===== config.mk =====
export PLATFORM = sky130hd
export DESIGN_NAME = i2c_status_clr_ctrl
export DESIGN_NICKNAME = d
export VERILOG_FILES = /design/src/rtl/i2c_status_clr_ctrl.sv
export SDC_FILE = /design/constraint.sdc
export NUM_CORES = 1
export LEC_CHECK = 0
export BUFFER_PORTS_ARGS = -buffer_cell sky130_fd_sc_hd__buf_2
export CAP_MARGIN = 30
export CORE_ASPECT_RATIO = 1.5
export CORE_MARGIN = 1
export CORE_UTILIZATION = 45
export CTS_BUF_LIST = sky130_fd_sc_hd__clkbuf_8 sky130_fd_sc_hd__clkbuf_16
export CTS_CLUSTER_DIAMETER = 150
export DETAILED_ROUTE_END_ITERATION = 10
export PLACE_DENSITY = 0.77
export SYNTH_ARGS = -nofsm -noshare
export SYNTH_HDL_FRONTEND = slang
export SYNTH_SLANG_ARGS = --single-unit

===== constraint.sdc =====
create_clock -name clk -period 2.2 [get_ports clk]
set_clock_uncertainty 0.1 [all_clocks]
set_input_delay 0.11 -clock clk [delete_from_list [all_inputs] [get_ports clk]]
set_output_delay 0.11 -clock clk [all_outputs]
set_load 0.05 [all_outputs]

===== src/rtl/i2c_status_clr_ctrl.sv =====
// i2c_status_clr_ctrl: read-to-clear sequencer for the I2C sticky status register.
// Rev 1.0 - initial release.
`default_nettype none

module i2c_status_clr_ctrl #(
  parameter int                  STATUS_W    = 13,
  parameter logic [STATUS_W-1:0] STICKY_MASK = 13'h126D,
  parameter int                  CLR_LAT     = 3
) (
  input  logic                clk,
  input  logic                rst,
  input  logic [STATUS_W-1:0] status_in,
  input  logic [STATUS_W-1:0] irq_mask,
  input  logic                rd_req,
  input  logic                sw_clr_req,
  output logic                clear,
  output logic [STATUS_W-1:0] rd_data,
  output logic                rd_valid,
  output logic                busy,
  output logic                irq,
  output logic [3:0]          drop_cnt
);

  localparam int CNT_W = (CLR_LAT > 1) ? $clog2(CLR_LAT + 1) : 1;
  localparam logic [CNT_W-1:0] HOLD_LAST = CNT_W'(CLR_LAT - 1);

  typedef enum logic [1:0] {
    IDLE  = 2'd0,
    CLEAR = 2'd1,
    HOLD  = 2'd2
  } state_t;

  state_t           state;
  logic [CNT_W-1:0] hold_cnt;
  logic             rd_pend;

  logic       rd_any;
  logic       drop_rd;
  logic       drop_sw;
  logic [4:0] drop_sum;

  always_comb begin
    rd_any   = rd_req | rd_pend;
    drop_rd  = (state != IDLE) & rd_req & rd_pend;
    drop_sw  = (state != IDLE) & sw_clr_req;
    drop_sum = {1'b0, drop_cnt} + 5'(drop_rd) + 5'(drop_sw);
  end

  always_ff @(posedge clk) begin
    if (rst) begin
      state    <= IDLE;
      hold_cnt <= '0;
      rd_pend  <= 1'b0;
      clear    <= 1'b0;
      rd_data  <= '0;
      rd_valid <= 1'b0;
      busy     <= 1'b0;
      irq      <= 1'b0;
      drop_cnt <= 4'd0;
    end else begin
      clear    <= 1'b0;
      rd_valid <= 1'b0;
      irq      <= (state == IDLE) ? |(status_in & irq_mask & STICKY_MASK) : 1'b0;
      drop_cnt <= (drop_sum > 5'd15) ? 4'd15 : drop_sum[3:0];

      case (state)
        IDLE: begin
          // Reads and a firmware clear arriving together share one sequence.
          if (rd_any || sw_clr_req) begin
            state    <= CLEAR;
            clear    <= 1'b1;
            rd_valid <= rd_any;
            rd_data  <= status_in;
            busy     <= 1'b1;
            rd_pend  <= 1'b0;
          end
        end
        CLEAR: begin
          if (rd_req) rd_pend <= 1'b1;
          state    <= HOLD;
          hold_cnt <= '0;
        end
        HOLD: begin
          if (rd_req) rd_pend <= 1'b1;
          if (hold_cnt == HOLD_LAST) begin
            state <= IDLE;
            busy  <= 1'b0;
          end else begin
            hold_cnt <= hold_cnt + 1'b1;
          end
        end
        default: begin
          state <= IDLE;
          busy  <= 1'b0;
        end
      endcase
    end
  end

endmodule

`default_nettype wire


==> metrics.md <==
| Metric | Value |
|---|---|
| Clock root buffer | `clkbuf_8` |
| Least-Margin Pin Slew | `0.603 ns` |
| Clock H-tree levels | `1` |
| Register share of total power | `40.0%` |
| CP Capture Type | `flip-flop` |
| Count of different cell masters after synthesis | `28` |
| Port Buffers | `44` |
| Drc violations | `0` |
| Clock network fraction of design power | `20.9%` |
| Slew Limit Fails | `0` |
| Routed WL | `2.66 mm` |
| Combinational Power Share | `39.2%` |
| FF+latch count, synth | `26` |
| Max Fclk | `492 MHz` |
| Sw frac | `40.1%` |
| Cts repair resizes | `0` |
| Data required time of the worst path | `2.24 ns` |
| Share of post-route cells with drive strength above 1 | `34.8%` |
| Syn Std Cell Area | `1130 sq um` |
| # IOs | `51` |
| Antenna violations before repair | `0` |
| Core Area | `2310 sq um` |
| Register area share after synthesis | `45.9%` |
| Startpoint Class | `flip-flop` |
| Number of placed instances, taps included | `188` |
| Final Non-Filler Cells | `204` |
| First-pass DRT Iterations | `4` |
| Fin Setup TNS | `0 ns` |
| Post-CTS setup buffer count | `0` |
| Number of max-cap violations | `0` |
| Part of the cycle the worst path needs | `92.4%` |
| Die area | `2730 sq um` |
| Max_slew headroom | `59.8%` |
| Worst Hold Slack | `0.0138 ns` |
| Mapped Nets | `160` |
| RSZ-0062 raised after global routing | `false` |
| Most common cell after layout, fill and taps aside | `buf_2` |
| Site row count | `21` |
| Layout Nets | `218` |
| Most frequent cells in the layout | `buf_2, nand2_1, dfxtp_1` |
| Largest stage delay on the critical path | `0.41 ns` |
| Syn Inst Count | `124` |
| Switching power | `585 uW` |
| Status | `finished clean` |
| Hold-fix buffers, CTS | `12` |
| Maximum vdd ir drop | `0.484 mV` |
| Gpl congestion | `0.733` |
| First-pass GRT wire length | `4.67 mm` |
| Critical Path AT | `2.07 ns` |
| Ant diodes | `0` |
| Slowest CP cell | `fa_1` |
| Final antenna-violating net count | `0` |
| Area delta synth->final | `35.3%` |
| Largest net degree at the start of global routing | `25` |
| Drt wl/cell | `13.1 um` |
| Skew-Pair Late Insertion Delay | `0.27 ns` |
| Leakage | `0.000699 uW` |
| CP bufs+invs | `2` |
| Worst Path Max Fanout | `5` |
| Total track usage | `21.8%` |
| Overflow after GRT | `0` |
| Ys Warns | `0` |
| TritonCTS clock tree | `built` |
| Total CTS buffers | `3` |
| Critical path type | `flip-flop to flip-flop` |
| Die width | `43.0 um` |
| Final Hold Fails | `0` |
| Vias in the first global route | `1093` |
| Die height | `63.5 um` |
| Cell area power density | `951 nW/um^2` |
| Initial core utilization | `49.0%` |
| Clock Pin Slew Worst Setup and Hold Paths | `0.09 ns` |
| Initial drt markers | `41` |
| Class of the worst hold path | `input port to flip-flop` |
| Syn_area_per_cell | `9.14 sq um` |
| Mean number of vias per cell | `5.36` |
| Clock tree buffer depth | `2` |
| Crit-path cells | `inv_1 > ha_1 > inv_1 > and3_1 > fa_1 > ha_1 > a31oi_1 > nor2_1` |
| Worst path top cell family by delay | `adder cells` |
| Clk sinks | `26` |
| Vias after detailed routing | `1093` |
| Total power | `1460 uW` |
| Internal power | `874 uW` |
| Final min period | `2.03 ns` |
| DP Wirelength | `1.78 mm` |
| Final setup fails | `0` |
[power by group through the flow]
| stage | logic (uW) | registers (uW) | clock network (uW) |
|---|---|---|---|
| 3_3_place_gp | 540 | 589 | 0 |
| 2_1_floorplan | 241 | 788 | 0 |
| 5_1_grt | 620 | 592 | 328 |
| 3_5_place_dp | 550 | 592 | 0 |
| 4_1_cts | 571 | 582 | 312 |
| 6_report | 572 | 583 | 304 |
[sequential cells by signal (all words and copies together), names as in the netlist]
register	cells
rd_pend	1
rd_valid	1
irq	1
hold_cnt	2
drop_cnt	4
busy	1
clear	1
rd_data	13
state	2
[metal layers]
metal | share of wire, % | track usage (%) | vias to the layer above | wire length, um
li1 | - | - | 544 | -
met1 | 42 | 25.3 | 512 | 1120
met2 | 52 | 39.2 | 35 | 1390
met3 | 4.8 | 3.15 | 2 | 129
met4 | 0.71 | 7.95 | 0 | 19
met5 | 0 | 0 | - | 0
[worst paths after layout]
kind	startpoint	to	slack, ns	cells after the start
max	state[0]	drop_cnt[1]	0.17	8
min reg2reg	rd_data[4]	rd_data[4]	0.36	2
max reg2reg	state[0]	drop_cnt[1]	0.17	8
min	status_in[0]	rd_data[0]	0.01	3
[cell usage after synthesis]
library cell,n,area share [%]
nor3_1,1,0.44
nor3b_1,1,0.66
nor4b_1,1,0.77
ha_1,5,5.5
o31ai_4,1,1.9
a22oi_1,2,1.3
buf_2,1,0.44
nor2_1,8,2.6
nand3_1,1,0.44
nand2_1,26,8.6
nor2b_1,3,1.7
and3_1,1,0.55
o21ai_0,2,0.88
a31oi_1,6,3.3
buf_1,1,0.33
a211oi_1,3,2.0
a21oi_2,10,7.7
a21oi_1,7,3.1
buf_6,2,2.0
inv_1,5,1.7
nand2_2,2,1.1
fa_1,1,1.8
o31a_2,1,0.88
nand2b_1,3,1.7
a311oi_1,1,0.77
or3_1,2,1.1
dfxtp_1,26,46
a222oi_1,1,0.88
[kinds of logic (layout without fill, tap and decap cells)]
logic type	after synthesis	after routing	synth area share, %
simple gates	49	49	19.6
compound gates	34	34	22.7
flops	26	26	45.9
fa+ha+maj	6	6	7.28
buf+inv	9	66	4.41
[worst reg2reg max path, cell delays in order (launching register included)]
cell and delay, ns:
dfxtp_1 0.34, inv_1 0.08, ha_1 0.22, inv_1 0.10, and3_1 0.16, fa_1 0.41
ha_1 0.26, a31oi_1 0.18, nor2_1 0.06
[layout make-up]
cell class | instances | area (sq um)
inverter | 5 | 18.8
clock buffer | 4 | 55.1
tap | 23 | 28.8
timing repair buffer | 57 | 348
multi-input combinational | 89 | 563
sequential | 26 | 520
fill | 189 | 778
[metrics by stage]
stage               area [sq um]  setup WS (ns)  util, %
detailed placement          1360          0.201     58.8
finish                      1530          0.167     66.3
global route                1530         0.0260     66.3
CTS                         1530          0.161     66.3
global placement            1360          0.241     58.8
floorplan                   1130          0.255        -
Note: power is estimated with default switching activity, not from simulation.
